<file path="src/rtl/tcvc_traffic_gen.sv">
// Traffic generator: pushes a patterned word stream into a main FIFO, waits for
// it to settle, then drains the destination FIFOs until they have stayed empty.
module tcvc_traffic_gen #(
  parameter int BW    = 6,
  parameter int NDEST = 2,
  parameter int CNT_W = 8,
  parameter int GAP   = 10
) (
  input  logic             clk,
  input  logic             reset_L,
  input  logic             start,
  input  logic [1:0]       mode,
  input  logic [BW-1:0]    seed,
  input  logic [CNT_W-1:0] num_words,
  input  logic             drain_en,
  input  logic             main_full,
  output logic             main_wr,
  output logic [BW-1:0]    main_data,
  input  logic [NDEST-1:0] dest_empty,
  output logic [NDEST-1:0] dest_rd,
  output logic             busy,
  output logic             done,
  output logic [CNT_W-1:0] words_sent,
  output logic [CNT_W-1:0] words_read
);

  localparam int PW    = BW - 2;
  localparam int GW    = $clog2(GAP + 1);
  localparam int SUM_W = CNT_W + $clog2(NDEST + 1) + 1;
  localparam logic [BW-1:0]    LFSR_TAPS = {2'b11, {PW{1'b0}}};
  localparam logic [SUM_W-1:0] RD_MAX    = SUM_W'({CNT_W{1'b1}});

  typedef enum logic [2:0] {S_IDLE, S_FILL, S_WAIT, S_DRAIN, S_DONE} state_e;
  typedef enum logic [1:0] {
    MODE_INC = 2'd0, MODE_LFSR = 2'd1, MODE_ALT = 2'd2, MODE_INC_ALIAS = 2'd3
  } mode_e;

  state_e           state_q, state_d;
  mode_e            mode_q, mode_d;
  logic [CNT_W-1:0] num_q, num_d;
  logic [CNT_W-1:0] sent_q, sent_d;
  logic [CNT_W-1:0] read_q, read_d;
  logic [BW-1:0]    pat_q, pat_d;
  logic [GW-1:0]    gap_q, gap_d;
  logic [GW-1:0]    hold_q, hold_d;
  logic [SUM_W-1:0] rd_sum;

  // The pattern register always holds the word to be presented next.
  function automatic logic [BW-1:0] pat_load(input mode_e m, input logic [BW-1:0] s);
    logic [BW-1:0] r;
    case (m)
      MODE_LFSR: r = (s == '0) ? BW'(1) : s;
      MODE_ALT:  r = {2'b00, s[PW-1:0]};
      default:   r = s;
    endcase
    return r;
  endfunction

  function automatic logic [BW-1:0] pat_advance(input mode_e m, input logic [BW-1:0] p);
    logic [BW-1:0] r;
    case (m)
      MODE_LFSR: r = p[0] ? ((p >> 1) ^ LFSR_TAPS) : (p >> 1);
      MODE_ALT:  r = (p[BW-1:BW-2] == 2'b11) ? {2'b00, PW'(p[PW-1:0] + PW'(1))}
                                             : {2'b11, p[PW-1:0]};
      default:   r = p + BW'(1);
    endcase
    return r;
  endfunction

  always_comb begin
    // NOTE: every signal written here gets a default first so no path can infer a latch.
    state_d = state_q;
    mode_d  = mode_q;
    num_d   = num_q;
    sent_d  = sent_q;
    read_d  = read_q;
    pat_d   = pat_q;
    gap_d   = gap_q;
    hold_d  = hold_q;

    // Strobes are gated by reset so an aborting cycle never pushes or pops.
    main_wr = reset_L && (state_q == S_FILL) && !main_full && (sent_q < num_q);
    dest_rd = (reset_L && (state_q == S_DRAIN) && drain_en) ? ~dest_empty : '0;

    rd_sum = SUM_W'(read_q);
    for (int k = 0; k < NDEST; k++) begin
      rd_sum = rd_sum + SUM_W'(dest_rd[k]);
    end

    case (state_q)
      S_IDLE, S_DONE: begin
        if (start) begin
          state_d = S_FILL;
          mode_d  = mode_e'(mode);
          num_d   = num_words;
          pat_d   = pat_load(mode_e'(mode), seed);
          sent_d  = '0;
          read_d  = '0;
        end
      end
      S_FILL: begin
        if (main_wr) begin
          sent_d = sent_q + CNT_W'(1);
          pat_d  = pat_advance(mode_q, pat_q);
        end
        if (sent_d >= num_q) begin
          state_d = S_WAIT;
          gap_d   = GW'(GAP - 1);
        end
      end
      S_WAIT: begin
        if (gap_q == '0) begin
          state_d = S_DRAIN;
          hold_d  = '0;
        end else begin
          gap_d = gap_q - GW'(1);
        end
      end
      S_DRAIN: begin
        read_d = (rd_sum > RD_MAX) ? {CNT_W{1'b1}} : rd_sum[CNT_W-1:0];
        if (&dest_empty) begin
          if (hold_q == GW'(GAP - 1)) begin
            state_d = S_DONE;
          end else begin
            hold_d = hold_q + GW'(1);
          end
        end else begin
          hold_d = '0;
        end
      end
      default: state_d = S_IDLE;
    endcase
  end

  always_ff @(posedge clk) begin
    // NOTE: sequential state uses non-blocking assignments so all flops update together.
    if (!reset_L) begin
      state_q <= S_IDLE;
      mode_q  <= MODE_INC;
      num_q   <= '0;
      sent_q  <= '0;
      read_q  <= '0;
      pat_q   <= '0;
      gap_q   <= '0;
      hold_q  <= '0;
    end else begin
      state_q <= state_d;
      mode_q  <= mode_d;
      num_q   <= num_d;
      sent_q  <= sent_d;
      read_q  <= read_d;
      pat_q   <= pat_d;
      gap_q   <= gap_d;
      hold_q  <= hold_d;
    end
  end

  assign main_data  = pat_q;
  assign busy       = (state_q == S_FILL) || (state_q == S_WAIT) || (state_q == S_DRAIN);
  assign done       = (state_q == S_DONE);
  assign words_sent = sent_q;
  assign words_read = read_q;

endmodule

</file>
<file path="config.mk">
export PLATFORM = sky130hd
export DESIGN_NAME = tcvc_traffic_gen
export DESIGN_NICKNAME = d
export VERILOG_FILES = /design/src/rtl/tcvc_traffic_gen.sv
export SDC_FILE = /design/constraint.sdc
export NUM_CORES = 1
export LEC_CHECK = 0
export CORE_UTILIZATION = 35
export CTS_CLUSTER_SIZE = 24
export DETAILED_ROUTE_END_ITERATION = 10
export SLEW_MARGIN = 20
export SYNTH_ARGS = -nofsm -noshare
export SYNTH_HDL_FRONTEND = slang
export SYNTH_SLANG_ARGS = --single-unit
</file>
<file path="constraint.sdc">
create_clock -name clk -period 4.4 [get_ports clk]
set_input_delay 0.66 -clock clk [delete_from_list [all_inputs] [get_ports clk]]
set_output_delay 0.66 -clock clk [all_outputs]
set_load 0.005 [all_outputs]
</file>
==> impl_metrics.json, run 1 <==
{
  "cts_max_path_buffers": 2,
  "areaGrowthSynthToFinish_pct": 25.4,
  "synth-edff-count": 0,
  "cp-end-kind": "flip-flop",
  "htreeDepth": 2,
  "post_cts_buffers": 0,
  "outcome": "finished clean",
  "cts_sinks": 43,
  "whs_ns": 0.459,
  "routed_wl_mm": 7.64,
  "skew_ns": 0.00834,
  "crit_slowest_cell": "or4_4",
  "port_buffers": 49,
  "synth_fp_nets": 425,
  "slew_violations": 0,
  "place_congestion": 0.815,
  "synth_flop_cell": "dfxtp_1",
  "die_h_um": 93.6,
  "detail-route-antenna-nets": 0,
  "drt_iter0_drc": 110,
  "grt_util_all_layers": 0.181,
  "synth.distinct_cells": 56,
  "cp_top_family": "simple AND/OR/NAND/NOR gates",
  "core_area_sq_mm": 0.00818,
  "start_kind": "primary input",
  "drc": 0,
  "synth_seq_cells": 43,
  "critPathMaxStageDelay_ns": 0.55,
  "ff2ff_path_depth": 12,
  "fin_crit_ns": 3.86,
  "setup_tns_ns": 0,
  "setup_ws_ns": 0.543,
  "crit_cells": 13,
  "arrival_ns": 4.08,
  "drv_cap": 0,
  "fmax_ghz": 0.259,
  "max_slew_margin": 0.472,
  "crit_chain": "clkdlybuf4s50_1, clkinv_1, or4_4, or2_1, buf_4, nor3_1, xor2_1, ha_1, a21o_1, a211oi_1, nand2_1, or2_2, a311oi_1",
  "cts_tree": "done",
  "grt_max_degree": 27,
  "netlist_area_sq_mm": 0.00294,
  "finalPower_mw": 1.44,
  "grt_pass1_wl_mm": 12.6,
  "cts-buffers-inserted": 5,
  "tightest_slew_ns": 0.771,
  "syn_area_per_cell_sq_um": 7.83,
  "setup_violations": 0,
  "clock_latency_ns": 0.30,
  "initial_core_util": 0.359,
  "antenna_found_initial": 0,
  "pre_cts_slack_ns": 0.233,
  "hpwl_mm": 5.69,
  "synth_cells": 375,
  "fin_crit_sh": 0.877,
  "cts.repair.resized": 0,
  "finalHoldViolCount": 0,
  "first_pass_iters": 4,
  "vias": 2901,
  "layout-drive-gt1-share": 0.0659,
  "powerDensity_mw_per_mm2": 390,
  "cp_max_fo": 12,
  "p_leak_nw": 1.40,
  "worstSetupPathType": "primary input to flip-flop",
  "placementRows": 33,
  "wl_per_cell_um": 14.4,
  "viasPerCell": 5.47,
  "rsz0062_at_grt": "false",
  "worst_hold_path.num_cells": 2,
  "ir_worst_vdd_v": 0.000148,
  "final_common_cell": "nand2_1",
  "grt_pass1_vias": 2669,
  "overflow": 0,
  "n_antenna_cell": 0,
  "io_pins": 50,
  "ys_seq_area_frac": 0.293,
  "yosysWarnings": 0,
  "cts_root_buf": "clkbuf_8",
  "critPathBufInv": 3,
  "clkTransAtPathRegs_ns": 0.09,
  "hold_class": "flip-flop to flip-flop",
  "required_ns": 4.62,
  "die_w_um": 93.6,
  "final_cell_mix": "57 x nand2_1, 49 x clkdlybuf4s50_1, 43 x dfxtp_1",
  "async_flop_share": 0,
  "fin_nets": 474,
  "cts_hold_buf": 0,
  "dieArea_sq_mm": 0.00876
}
final timing paths:
kind,startpoint,end,slack [ns]
setup / recovery,reset_L,gap_q[2],0.54
hold / removal,num_q[3],num_q[3],0.46
setup reg to reg,words_sent[1],gap_q[2],0.66
hold reg to reg,num_q[3],num_q[3],0.46
routing by layer:
metal | wire [um] | track usage | share of wire | vias up
li1 | - | - | - | 1465
met1 | 3550 | 0.241 | 0.46 | 1347
met2 | 3520 | 0.287 | 0.46 | 78
met3 | 410 | 0.0366 | 0.054 | 11
met4 | 153 | 0.0679 | 0.020 | 0
met5 | 0 | 0 | 0 | -
synth_stat cells (all sizes together), types with 6 or more instances:
library cell / number / area share
a21oi: 28 / 0.048
and3: 7 / 0.015
clkbuf: 10 / 0.013
dfxtp: 43 / 0.29
ha: 26 / 0.11
inv: 24 / 0.031
nand2: 57 / 0.073
nand3: 18 / 0.031
nor2: 15 / 0.019
nor3: 13 / 0.026
o21ai: 24 / 0.041
or3: 6 / 0.013
xor2: 7 / 0.021
per-stage QoR:
step                       util  cells  cell area (sq um)
after floorplan               -    375               2940
final                     0.450    530               3680
after global routing      0.450    530               3680
after CTS                 0.450    530               3680
after detailed placement  0.434    522               3550
after global placement    0.434    522               3550
layout make-up:
| cell class | count | area (sq um) |
|---|---|---|
| Tap cell | 105 | 131 |
| Clock buffer | 5 | 68.8 |
| Multi-Input combinational cell | 293 | 1920 |
| Clock inverter | 3 | 67.6 |
| Inverter | 25 | 93.8 |
| Sequential cell | 43 | 861 |
| Timing Repair Buffer | 56 | 543 |
| Fill cell | 815 | 4490 |
cell families (layout without fill, tap and decap cells):
kind of cell | Yosys count | after routing | share of synthesized area
simple gates | 147 | 147 | 0.251
compound gates | 105 | 105 | 0.238
flops | 43 | 43 | 0.293
fa+ha+maj | 27 | 27 | 0.118
buf+inv | 39 | 89 | 0.0558
xor+xnor | 10 | 10 | 0.0298
mux | 4 | 4 | 0.0141
power by group:
group	switching, mW	total [mW]	internal, mW
combinational	0.328	0.568	0.240
clock	0.150	0.377	0.227
sequential	0.0584	0.492	0.434
worst register-to-register path: stages (launching register included):
cell       delay (ns)
dfxtp_1          0.50
ha_1             0.29
a2111oi_0        0.67
nor3_2           0.19
buf_4            0.24
nor3_1           0.32
xor2_1           0.12
ha_1             0.20
a21o_1           0.15
a211oi_1         0.23
nand2_1          0.17
or2_2            0.34
a311oi_1         0.25
flip-flops by register name (all words and copies together) (netlist names):
name,count
gap_q,4
mode_q,2
words_read,8
words_sent,8
num_q,8
hold_q,4
state_q,3
main_data,6
No activity file was read; power rests on OpenSTA's default activity.
==> run 2, diff against run 1 <==
--- a/config.mk
+++ b/config.mk
@@ -5,9 +5,11 @@
 export SDC_FILE = /design/constraint.sdc
 export NUM_CORES = 1
 export LEC_CHECK = 0
+export ABC_CLOCK_PERIOD_IN_PS = 4400
 export CORE_UTILIZATION = 35
 export CTS_CLUSTER_SIZE = 24
 export DETAILED_ROUTE_END_ITERATION = 10
+export REMOVE_ABC_BUFFERS = 1
 export SLEW_MARGIN = 20
 export SYNTH_ARGS = -nofsm -noshare
 export SYNTH_HDL_FRONTEND = slang
==> impl_metrics.json, run 2 (synthesis gave the netlist of run 1 again) <==
{
  "grt_pass1_vias": 2835,
  "ff2ff_path_depth": 11,
  "dieArea_sq_mm": 0.00876,
  "required_ns": 4.61,
  "regToRegStartpoint": "state_q[0]",
  "crit_slowest_cell": "or4_4",
  "p_switching_mw": 0.529,
  "intPower_mw": 0.818,
  "pwr-share-comb": 0.424,
  "fin_crit_ns": 3.91,
  "wl_per_cell_um": 14.3,
  "cp-end-kind": "flip-flop",
  "slew_violations": 0,
  "outcome": "finished clean",
  "antenna_found_initial": 0,
  "crit_chain": "clkdlybuf4s50_1, clkinv_1, or4_4, or2_1, nor3_1, xor2_1, ha_1, a21o_1, a211oi_1, nand2_1, or2_2, a311oi_1",
  "port_buffers": 49,
  "min_delay_worst_endpoint": "num_q[5]",
  "rrSetupSlack_ns": 0.56,
  "post_cts_buffers": 0,
  "initial_core_util": 0.359,
  "first_pass_iters": 4,
  "layout-drive-gt1-share": 0.0657,
  "whs_ns": 0.463,
  "setup_violations": 0,
  "routed_wl_mm": 7.62,
  "cts_tree": "done",
  "fin_crit_sh": 0.889,
  "drc": 0,
  "n_antenna_cell": 0,
  "p_sw_frac": 0.393,
  "cts.repair.resized": 0,
  "place_congestion": 0.846,
  "io_pins": 50,
  "start_kind": "primary input",
  "worst_hold_path.num_cells": 2,
  "ir_worst_vdd_v": 0.000157,
  "worstHoldStart": "num_q[5]",
  "clkPwrFrac": 0.209,
  "cp_top_family": "simple AND/OR/NAND/NOR gates",
  "clkTransAtPathRegs_ns": 0.08,
  "die_h_um": 93.6,
  "tightest_slew_ns": 0.811,
  "clock_latency_ns": 0.30,
  "finalHoldViolCount": 0,
  "cts-buffers-inserted": 5,
  "cts_sinks": 43,
  "htreeDepth": 2,
  "final_common_cell": "nand2_1",
  "placementRows": 33,
  "grt_max_degree": 27,
  "grt_util_all_layers": 0.185,
  "final_cell_mix": "57 x nand2_1, 49 x clkdlybuf4s50_1, 43 x dfxtp_1",
  "die_w_um": 93.6,
  "cts_root_buf": "clkbuf_8",
  "cts_hold_buf": 0,
  "seqPwrFrac": 0.367,
  "powerDensity_mw_per_mm2": 368,
  "core_area_sq_mm": 0.00818,
  "fin_nets": 475,
  "rsz0062_at_grt": "false",
  "grt_pass1_wl_mm": 13.0,
  "hpwl_mm": 5.67,
  "drv_cap": 0,
  "fmax_ghz": 0.256,
  "cts_max_path_buffers": 2,
  "p_leak_nw": 1.39,
  "vias": 2882,
  "worstSetupPathType": "primary input to flip-flop",
  "areaGrowthSynthToFinish_pct": 24.4,
  "overflow": 0,
  "critPathBufInv": 2,
  "critPathMaxStageDelay_ns": 0.54,
  "drt_iter0_drc": 164,
  "setup_tns_ns": 0,
  "fillers": 837,
  "cp_max_fo": 10,
  "detail-route-antenna-nets": 0,
  "r2r-end": "gap_q[2]",
  "skew_ns": 0.00984,
  "max_slew_margin": 0.446,
  "viasPerCell": 5.43,
  "hold_class": "flip-flop to flip-flop",
  "arrival_ns": 4.12
}
-- run 2: cell count changes in the layout (fill, tap and decap cells not counted), sizes merged --
cell | before | now
clkbuf | 5 | 8
bufinv | 2 | 0
buf | 7 | 8
clkinvlp | 1 | 0
-- run 2: area by class of cell --
| cell class | count | area [sq um] | area share |
|---|---|---|---|
| clock buffer | 8 | 100 | 0.0274 |
| inverter | 25 | 93.8 | 0.0257 |
| multi-input combinational | 293 | 1920 | 0.525 |
| sequential | 43 | 861 | 0.236 |
| tap | 105 | 131 | 0.0360 |
| timing repair buffer | 57 | 551 | 0.151 |
-- run 2: per-stage QoR --
stage | utilization | instances | area [sq um] | setup WS (ns) | power (mW)
finish | 0.447 | 531 | 3650 | 0.490 | 1.35
CTS | 0.447 | 531 | 3650 | 0.532 | 1.35
floorplan | - | 361 | 2870 | 0.402 | 0.851
global route | 0.447 | 531 | 3650 | 0.158 | 1.46
detailed placement | 0.435 | 523 | 3550 | 0.224 | 1.07
global placement | 0.435 | 523 | 3550 | 0.317 | 1.06
-- run 2: worst max path at each step --
stage / cells after the start / slack [ns] / to / start
2_1_floorplan: 11 / 0.40 / state_q[2] / reset_L
3_3_place_gp: 12 / 0.32 / state_q[2] / reset_L
3_5_place_dp: 12 / 0.22 / gap_q[2] / reset_L
4_1_cts: 12 / 0.53 / gap_q[2] / reset_L
5_1_grt: 12 / 0.16 / gap_q[2] / reset_L
6_report: 12 / 0.49 / gap_q[2] / reset_L
-- run 2: worst reg2reg max path: stages (launching register included) --
cell      delay (ns)
dfxtp_1         0.54
or3b_1          0.44
or4_4           0.44
or2_1           0.37
nor3_1          0.34
xor2_1          0.19
ha_1            0.26
a21o_1          0.18
a211oi_1        0.22
nand2_1         0.17
or2_2           0.35
a311oi_1        0.26
-- run 2: power groups by stage --
| stage | registers (mW) | clock network [mW] | logic [mW] |
|---|---|---|---|
| global route | 0.502 | 0.312 | 0.642 |
| detailed placement | 0.501 | 0 | 0.566 |
| floorplan | 0.486 | 0 | 0.365 |
| finish | 0.494 | 0.281 | 0.571 |
| CTS | 0.492 | 0.292 | 0.570 |
| global placement | 0.500 | 0 | 0.561 |
-- run 2: metal layers --
| metal | up-vias | part of all wire | GRT usage |
|---|---|---|---|
| met2 | 74 | 0.45 | 0.307 |
| met1 | 1331 | 0.49 | 0.243 |
| met4 | 0 | 0.017 | 0.0590 |
| met3 | 13 | 0.044 | 0.0301 |
| met5 | - | 0 | 0 |
| li1 | 1464 | - | - |
==> run 3, diff against run 2 <==
--- a/config.mk
+++ b/config.mk
@@ -6,9 +6,11 @@
 export NUM_CORES = 1
 export LEC_CHECK = 0
 export ABC_CLOCK_PERIOD_IN_PS = 4400
+export CORE_MARGIN = 1
 export CORE_UTILIZATION = 35
 export CTS_CLUSTER_SIZE = 24
 export DETAILED_ROUTE_END_ITERATION = 10
+export HOLD_SLACK_MARGIN = 0.15
 export REMOVE_ABC_BUFFERS = 1
 export SLEW_MARGIN = 20
 export SYNTH_ARGS = -nofsm -noshare
==> results of run 3 <==
The final DEF is identical to that of run 2; final timing and power are the same.
